File: config.mk
export PLATFORM = sky130hd
export DESIGN_NAME = bullet_pool_flat
export DESIGN_NICKNAME = d
export VERILOG_FILES = /design/src/rtl/game_pkg.sv /design/src/rtl/bullet_pool_if.sv /design/src/rtl/bullet_slot.sv /design/src/rtl/bullet_pool.sv /design/src/flat_wrapper.sv
export SDC_FILE = /design/constraint.sdc
export NUM_CORES = 1
export LEC_CHECK = 0
export CAP_MARGIN = 25
export CORE_MARGIN = 2
export CORE_UTILIZATION = 52
export CTS_BUF_LIST = sky130_fd_sc_hd__clkbuf_8 sky130_fd_sc_hd__clkbuf_16
export CTS_CLUSTER_SIZE = 14
export DETAILED_ROUTE_END_ITERATION = 8
export GPL_TIMING_DRIVEN = 0
export PLACE_DENSITY = 0.79
export SYNTH_ARGS = -nofsm -noshare
export SYNTH_HDL_FRONTEND = slang
export SYNTH_SLANG_ARGS = --single-unit
File: constraint.sdc
create_clock -name clk -period 4.25 [get_ports clk]
set_input_delay 0.425 -clock clk [delete_from_list [all_inputs] [get_ports clk]]
set_output_delay 0.425 -clock clk [all_outputs]
set_load 0.05 [all_outputs]
File: src/rtl/game_pkg.sv
// Shared game geometry and the per-slot bullet record for the projectile engine.
// The dy field exists only when BULLET_POOL_AIM_EN is defined.
package game_pkg;

  localparam int BULLET_X       = 4;
  localparam int BULLET_Y       = 2;
  localparam int BULLET_STEP_X  = 8;
  localparam int PLAYER_X       = 16;
  localparam int PLAYER_Y       = 32;
  localparam int SQUAT_PLAYER_Y = 12;
  localparam int MAP_X          = 320;
  localparam int MAP_Y          = 240;

  typedef struct packed {
    logic               isE;
    logic signed [10:0] x;
    logic signed [9:0]  y;
`ifdef BULLET_POOL_AIM_EN
    logic signed [1:0]  dy;
`endif
  } bullet_t;

  function automatic logic signed [11:0] abs12(input logic signed [11:0] v);
    return v[11] ? -v : v;
  endfunction

endpackage

File: src/rtl/bullet_pool_if.sv
// Fire/target inputs and per-slot render/hit outputs of the bullet pool.
interface bullet_pool_if #(parameter int N_SLOTS = 4);

  localparam int CNT_W = $clog2(N_SLOTS + 1);

  logic                     tick;
  logic                     attack;
  logic                     defend;
  logic signed [10:0]       xShooter;
  logic signed [9:0]        yShooter;
  logic signed [10:0]       xTarget;
  logic signed [9:0]        yTarget;
  logic                     isQ;
  logic [N_SLOTS-1:0][10:0] x;
  logic [N_SLOTS-1:0][9:0]  y;
  logic [N_SLOTS-1:0]       isE;
  logic                     isHit;
  logic [CNT_W-1:0]         hitCnt;
  logic                     fireAck;
  logic                     full;

  modport master (
    output tick, attack, defend, xShooter, yShooter, xTarget, yTarget, isQ,
    input  x, y, isE, isHit, hitCnt, fireAck, full
  );

  modport slave (
    input  tick, attack, defend, xShooter, yShooter, xTarget, yTarget, isQ,
    output x, y, isE, isHit, hitCnt, fireAck, full
  );

endinterface

File: src/rtl/bullet_slot.sv
// One bullet: spawn capture, per-tick motion, hitbox and map-edge tests.
// Vertical stepping and the y-edge test exist only with BULLET_POOL_AIM_EN.
module bullet_slot
  import game_pkg::*;
#(
  parameter int STEP_X   = BULLET_STEP_X,
  parameter bit DIR_LEFT = 1'b1
) (
  input  logic               clk,
  input  logic               rst_n,
  input  logic               spawn,
  input  logic signed [10:0] spawn_x,
  input  logic signed [9:0]  spawn_y,
`ifdef BULLET_POOL_AIM_EN
  input  logic signed [1:0]  spawn_dy,
`endif
  input  logic               tick,
  input  logic signed [10:0] x_target,
  input  logic signed [9:0]  y_target,
  input  logic               is_q,
  output logic               alive,
  output logic               hit,
  output logic signed [10:0] x,
  output logic signed [9:0]  y
);

  localparam logic signed [11:0] HIT_X   = 12'(PLAYER_X + BULLET_X);
  localparam logic signed [11:0] STAND_H = 12'(PLAYER_Y);
  localparam logic signed [11:0] SQUAT_H = 12'(SQUAT_PLAYER_Y);
  localparam logic signed [11:0] HALF_BY = 12'(BULLET_Y);
  localparam logic signed [11:0] EXIT_L  = 12'(BULLET_X - MAP_X);
  localparam logic signed [11:0] EXIT_R  = 12'(MAP_X - BULLET_X);

  bullet_t            st_q, st_d;
  logic signed [10:0] x_next;
  logic signed [11:0] xn_ext, dx, h, y_ext, yt_ext, dy_t;
  logic               hit_x, hit_y, exit_x, exit_y;
`ifdef BULLET_POOL_AIM_EN
  localparam logic signed [11:0] EXIT_Y = 12'(MAP_Y - BULLET_Y);
  logic signed [9:0]  y_next;
`endif

  always_comb begin
    x_next = DIR_LEFT ? (st_q.x - 11'(STEP_X)) : (st_q.x + 11'(STEP_X));
    xn_ext = {x_next[10], x_next};
    dx     = xn_ext - {x_target[10], x_target};
    hit_x  = abs12(dx) < HIT_X;

    // Target hitbox centre sits H above yTarget, with half-height H.
    h      = is_q ? SQUAT_H : STAND_H;
    y_ext  = {{2{st_q.y[9]}}, st_q.y};
    yt_ext = {{2{y_target[9]}}, y_target};
    dy_t   = y_ext - (yt_ext + h);
    hit_y  = abs12(dy_t) < (HALF_BY + h);

    exit_x = DIR_LEFT ? (xn_ext < EXIT_L) : (xn_ext > EXIT_R);
`ifdef BULLET_POOL_AIM_EN
    y_next = st_q.y + {{8{st_q.dy[1]}}, st_q.dy};
    exit_y = abs12({{2{y_next[9]}}, y_next}) >= EXIT_Y;
`else
    exit_y = 1'b0;
`endif

    hit  = tick && st_q.isE && hit_x && hit_y;
    st_d = st_q;
    if (spawn) begin
      st_d.isE = 1'b1;
      st_d.x   = spawn_x;
      st_d.y   = spawn_y;
`ifdef BULLET_POOL_AIM_EN
      st_d.dy  = spawn_dy;
`endif
    end else if (tick && st_q.isE) begin
      st_d.x = x_next;
`ifdef BULLET_POOL_AIM_EN
      st_d.y = y_next;
`endif
      if (hit || exit_x || exit_y) st_d.isE = 1'b0;
    end
  end

  always_ff @(posedge clk or negedge rst_n) begin
    if (!rst_n) st_q <= '0;
    else        st_q <= st_d;
  end

  assign alive = st_q.isE;
  assign x     = st_q.x;
  assign y     = st_q.y;

endmodule

File: src/rtl/bullet_pool.sv
// N-slot enemy projectile engine: lowest-free-slot allocator, shot cooldown, hit popcount.
// Optional aimed vertical motion is enabled by defining BULLET_POOL_AIM_EN.
module bullet_pool
  import game_pkg::*;
#(
  parameter int N_SLOTS  = 4,
  parameter int COOLDOWN = 12,
  parameter int STEP_X   = BULLET_STEP_X,
  parameter bit DIR_LEFT = 1'b1
) (
  input logic          clk,
  input logic          rst_n,
  bullet_pool_if.slave bus
);

  localparam int CD_W  = (COOLDOWN > 0) ? $clog2(COOLDOWN + 1) : 1;
  localparam int CNT_W = $clog2(N_SLOTS + 1);

  logic [CD_W-1:0]    cd_q, cd_d;
  logic [CNT_W-1:0]   hit_cnt_q, hit_cnt_d;
  logic               is_hit_q, is_hit_d;
  logic               fire_ack_q, fire_ack_d;
  logic [N_SLOTS-1:0] alive, hit, spawn;
  logic               full, fire_ok, found;
  logic signed [10:0] spawn_x;
`ifdef BULLET_POOL_AIM_EN
  logic signed [1:0]  spawn_dy;
`endif

  // full comes from registered alive flags, so a slot freed this tick is not reusable yet.
  always_comb begin
    full    = &alive;
    fire_ok = bus.attack && !bus.defend && (cd_q == '0) && !full;
    spawn_x = DIR_LEFT ? (bus.xShooter - 11'(PLAYER_X + BULLET_X))
                       : (bus.xShooter + 11'(PLAYER_X + BULLET_X));
`ifdef BULLET_POOL_AIM_EN
    if (bus.yTarget > bus.yShooter)      spawn_dy = 2'sb01;
    else if (bus.yTarget < bus.yShooter) spawn_dy = 2'sb11;
    else                                 spawn_dy = 2'sb00;
`endif

    spawn = '0;
    found = 1'b0;
    for (int unsigned i = 0; i < N_SLOTS; i++) begin
      if (!alive[i] && !found) begin
        spawn[i] = fire_ok;
        found    = 1'b1;
      end
    end

    hit_cnt_d = '0;
    for (int unsigned i = 0; i < N_SLOTS; i++) begin
      hit_cnt_d = hit_cnt_d + CNT_W'(hit[i]);
    end
    is_hit_d   = |hit;
    fire_ack_d = fire_ok;

    cd_d = cd_q;
    if (fire_ok)                     cd_d = CD_W'(COOLDOWN);
    else if (bus.tick && cd_q != '0) cd_d = cd_q - 1'b1;
  end

  for (genvar g = 0; g < N_SLOTS; g++) begin : g_slot
    bullet_slot #(
      .STEP_X   (STEP_X),
      .DIR_LEFT (DIR_LEFT)
    ) u_slot (
      .clk      (clk),
      .rst_n    (rst_n),
      .spawn    (spawn[g]),
      .spawn_x  (spawn_x),
      .spawn_y  (bus.yShooter),
`ifdef BULLET_POOL_AIM_EN
      .spawn_dy (spawn_dy),
`endif
      .tick     (bus.tick),
      .x_target (bus.xTarget),
      .y_target (bus.yTarget),
      .is_q     (bus.isQ),
      .alive    (alive[g]),
      .hit      (hit[g]),
      .x        (bus.x[g]),
      .y        (bus.y[g])
    );
  end

  always_ff @(posedge clk or negedge rst_n) begin
    if (!rst_n) begin
      cd_q       <= '0;
      hit_cnt_q  <= '0;
      is_hit_q   <= 1'b0;
      fire_ack_q <= 1'b0;
    end else begin
      cd_q       <= cd_d;
      hit_cnt_q  <= hit_cnt_d;
      is_hit_q   <= is_hit_d;
      fire_ack_q <= fire_ack_d;
    end
  end

  assign bus.isE     = alive;
  assign bus.full    = full;
  assign bus.isHit   = is_hit_q;
  assign bus.hitCnt  = hit_cnt_q;
  assign bus.fireAck = fire_ack_q;

endmodule
File: src/flat_wrapper.sv
// flat-port wrapper written by rule: the top's interface ports become plain ports
module bullet_pool_flat import game_pkg::*;
#(
  parameter int N_SLOTS  = 4,
  parameter int COOLDOWN = 12,
  parameter int STEP_X   = BULLET_STEP_X,
  parameter bit DIR_LEFT = 1'b1
)
  (clk, rst_n, bus_tick, bus_attack, bus_defend, bus_xShooter, bus_yShooter, bus_xTarget, bus_yTarget, bus_isQ, bus_x, bus_y, bus_isE, bus_isHit, bus_hitCnt, bus_fireAck, bus_full);
  bullet_pool_if #(.N_SLOTS(N_SLOTS)) bus_i ();
  input logic clk;
  input logic rst_n;
  input wire logic [$bits(bus_i.tick)-1:0] bus_tick;
  input wire logic [$bits(bus_i.attack)-1:0] bus_attack;
  input wire logic [$bits(bus_i.defend)-1:0] bus_defend;
  input wire logic [$bits(bus_i.xShooter)-1:0] bus_xShooter;
  input wire logic [$bits(bus_i.yShooter)-1:0] bus_yShooter;
  input wire logic [$bits(bus_i.xTarget)-1:0] bus_xTarget;
  input wire logic [$bits(bus_i.yTarget)-1:0] bus_yTarget;
  input wire logic [$bits(bus_i.isQ)-1:0] bus_isQ;
  output wire logic [$bits(bus_i.x)-1:0] bus_x;
  output wire logic [$bits(bus_i.y)-1:0] bus_y;
  output wire logic [$bits(bus_i.isE)-1:0] bus_isE;
  output wire logic [$bits(bus_i.isHit)-1:0] bus_isHit;
  output wire logic [$bits(bus_i.hitCnt)-1:0] bus_hitCnt;
  output wire logic [$bits(bus_i.fireAck)-1:0] bus_fireAck;
  output wire logic [$bits(bus_i.full)-1:0] bus_full;
  assign bus_i.tick = bus_tick;
  assign bus_i.attack = bus_attack;
  assign bus_i.defend = bus_defend;
  assign bus_i.xShooter = bus_xShooter;
  assign bus_i.yShooter = bus_yShooter;
  assign bus_i.xTarget = bus_xTarget;
  assign bus_i.yTarget = bus_yTarget;
  assign bus_i.isQ = bus_isQ;
  assign bus_x = bus_i.x;
  assign bus_y = bus_i.y;
  assign bus_isE = bus_i.isE;
  assign bus_isHit = bus_i.isHit;
  assign bus_hitCnt = bus_i.hitCnt;
  assign bus_fireAck = bus_i.fireAck;
  assign bus_full = bus_i.full;
  bullet_pool #(.N_SLOTS(N_SLOTS), .COOLDOWN(COOLDOWN), .STEP_X(STEP_X), .DIR_LEFT(DIR_LEFT)) u_core (.clk(clk), .rst_n(rst_n), .bus(bus_i));
endmodule
==> metrics.csv <==
stage;metric;value;unit
pwr;Lkg Pwr;6.273;nW
global_route;initial antenna violation count;0;
detailed_routing;Pre-antenna DRT Iters;6;
placement;DP HPWL;26100;um
setup_path;worst r2r src;u_core.g_slot[1].u_slot.x[3];
timing;minimum clock period;5.231;ns
setup_path;Setup crit start kind;primary input;
global_route;GRT Overall Usage;32.47;%
clock_tree;CTS root buffer;clkbuf_16;
floorplanning;Die Y;148.4;um
timing;Final WS setup;-0.9815;ns
pwr;power per cell area;935.8;nW/um^2
pwr;Flop pwr share;12.8;%
clock_tree;H-tree depth;3;
timing;RSZ-0062 raised after global routing;yes;
floorplanning;DIE WIDTH;148.4;um
global_route;met2 usage;52.55;%
timing;Achievable Freq;191.2;MHz
detailed_routing;via count;11650;
global_route;grt total ovfl;0;
synth;Synth top cells by count;nand2_1 (219), ha_1 (113), inv_1 (101);
layout;Area Overhead vs Synth;29.40;%
timing;relative slew slack;40.67;%
floorplanning;Initial Util;53.26;%
timing;Hold WS;-0.01428;ns
global_route;routing usage on met1;42.77;%
layout;layout cells sized above 1;12.47;%
setup_path;reg-to-reg critical path endpoint;u_core.bus.hitCnt[1];
layout;cell area after layout;14040;sq um
synth;async set-reset flop share out of synthesis;100.0;%
layout;Finished Core Util;68.92;%
timing;crit share post-route;123.1;%
setup_path;Crit Path Max Fanout;6;
timing;Slew Limit Fails;0;
synth;synth top area cells;dfrtp_1 (22%), ha_1 (13%), nand2_1 (7.6%);
pwr;Clock power frac;7.5;%
synth;top-area cell type share of the netlist area;22.38;%
global_route;vias in the first global route;10990;
placement;pre-CTS setup slack;-2.823;ns
timing;Worst-Margin Slew;0.8861;ns
placement;DP Area;12730;sq um
detailed_routing;DR DRC count;0;
synth;Top FF cell, synth;dfrtp_1;
floorplanning;full die area;22030;sq um
synth;EDFF count, synth;0;
setup_path;CP Capture Type;flip-flop;
run_status;outcome;finished, violations left;
global_route;largest net degree at the start of global routing;68;
setup_path;R2R Setup Slk;-0.52;ns
timing;TNS Setup;-3.891;ns
placement;IO buf count;141;
setup_path;critical path data required time;4.51;ns
layout;final antenna diode count;0;
global_route;busiest grt layer;met2;
clock_tree;TritonCTS clock tree;done;
floorplanning;Rows;52;
clock_tree;CTS buffer count;9;
floorplanning;Ports;142;
clock_tree;clk buf depth;2;
run;maxcap violations;0;
pwr;NetSw;6.973;mW
setup_path;CP Class;primary input to flip-flop;
pwr;Cell Int Power;6.163;mW
synth;#FFs+latches synth;97;
synth;Syn Inst Count;1383;
pwr;Peak VDD IR;634.2;uV
hold_path;Hold Crit Class;primary input to asynchronous set/reset pin;
global_route;GR Util met3;5.000;%
synth;area leader, netlist;dfrtp_1;
clock_tree;clk_lat worst skew;0.37;ns
placement;Routability Congestion;0.9273;
pwr;Comb pwr share;79.7;%
setup_path;CP arrival;5.49;ns
setup_path;Reg2Reg Depth;20;
detailed_routing;WL/cell;19.78;um
synth;synth unique cells;79;
timing;post-route clock skew;0.01042;ns
floorplanning;core area;20360;sq um
synth;synthesized area;10850;sq um
detailed_routing;Post-DRT Antenna Nets;0;
timing;Final setup viols;8;
synth;Avg Inst Size Synth;7.843;sq um
synth;syn_nets;1554;
synth;most frequent cell after synthesis;nand2_1;
detailed_routing;DR iter-0 viols;1074;
detailed_routing;vias per cell;6.215;
clock_tree;clock-pin slew on the worst setup and hold paths;0.07;ns
timing;final hold violation count;8;
clock_tree;CTS sink cnt;97;
synth;register area share after synthesis;22.38;%
run_status;failing checks;negative hold slack, negative setup slack;
global_route;first-pass GRT wire length;56620;um
synth;Yosys Warn Count;0;
detailed_routing;drt total wl;37070;um
clock_tree;CTS Hold Bufs;0;
pwr;Net Sw Frac;53.08;%
layout;Nets;1770;
-- routing by layer --
metal	vias up	wire (um)	part of all wire, %
met5	-	0	0
met4	0	1553	4.2
met1	5488	15300	41
met3	124	3025	8.2
li1	5438	-	-
met2	596	17190	46
-- power by group through the flow --
stage | Combinational (mW) | Clock [mW] | Sequential [mW]
after global routing | 11.4 | 1.01 | 1.71
final | 10.5 | 0.989 | 1.68
after detailed placement | 9.42 | 0 | 1.67
after CTS | 10.1 | 0.984 | 1.66
after floorplan | 6.51 | 0 | 2.49
after global placement | 9.18 | 0 | 1.66
-- flip-flops by register name, indices dropped and copies added (netlist names) --
name,flops
u_core.g_slot.u_slot.x,44
u_core.g_slot.u_slot.alive,4
u_core.bus.isHit,1
u_core.bus.hitCnt,3
u_core.cd_q,4
u_core.g_slot.u_slot.y,40
u_core.bus.fireAck,1
-- layout make-up --
cell class,instances,area (sq um)
Buffer,29,156.4
Clock buffer,10,239.0
Clock inverter,6,106.4
Fill cell,1577,6329
Inverter,101,389.1
Multi-Input combinational cell,1156,8443
Sequential cell,97,2427
Tap cell,270,337.8
Timing Repair Buffer,205,1937
-- timing repair --
item	in CTS	in global routing
hold endpoints to repair	0	0
setup buffers	51	13
resized for setup	98	15
setup endpoints to repair	8	8
pin swaps	44	26
-- logic make-up after synthesis --
| kind of cell | share of synthesized area, % |
|---|---|
| xor gates and xnor gates | 10.05 |
| adders and majority gates | 14.88 |
| AOI/OAI and AO/OA | 22.66 |
| buffers and inverters | 4.729 |
| muxes | 1.442 |
| and+or+nand+nor | 23.87 |
| DFF | 22.38 |
-- how the worst max path moves through the flow --
stage | to | from | depth (start not counted)
2_1_floorplan | u_core.bus.hitCnt[1] | bus_yTarget[2] | 23
3_3_place_gp | u_core.bus.hitCnt[1] | bus_isQ | 24
3_5_place_dp | u_core.bus.hitCnt[1] | bus_isQ | 24
4_1_cts | u_core.bus.hitCnt[1] | bus_isQ | 24
5_1_grt | u_core.bus.hitCnt[1] | bus_isQ | 24
6_report | u_core.bus.hitCnt[1] | bus_isQ | 24
-- cells in the final DEF (no fill, tap or decap), types with 18 or more instances in the layout --
cell	synthesis	final
xnor2_1	84	76
nand2_1	219	214
ha_1	113	99
a21o_1	22	22
buf_4	4	65
nor2b_1	24	24
nand3_1	32	31
o21ai_0	67	65
clkbuf_1	22	18
nand2b_1	23	23
dfrtp_1	97	97
o221ai_1	21	21
xor2_1	36	36
inv_1	101	96
nor2_1	89	85
nor3_1	44	42
a21oi_1	61	58
clkdlybuf4s50_1	0	132
-- per-stage QoR --
step / power, mW / instances
final: 13.14 / 1874
after global routing: 14.13 / 1874
after CTS: 12.70 / 1861
after detailed placement: 11.09 / 1795
after global placement: 10.84 / 1794
after floorplan: 9.003 / 1383
-- critical path, stage by stage --
cell	delay, ns
buf_16	0.13
ha_4	0.18
fa_2	0.48
a31oi_2	0.27
nor2_1	0.15
xnor2_2	0.19
ha_1	0.42
nand3_1	0.20
a211oi_4	0.27
or2_0	0.18
clkbuf_8	0.15
nor2_4	0.04
xnor2_2	0.13
ha_2	0.19
a211o_1	0.28
a311oi_2	0.31
o21a_1	0.23
nand3_2	0.08
a21o_1	0.23
ha_4	0.27
inv_2	0.03
fa_2	0.33
inv_2	0.10
ha_4	0.20
(Power assumes the default switching activity.)
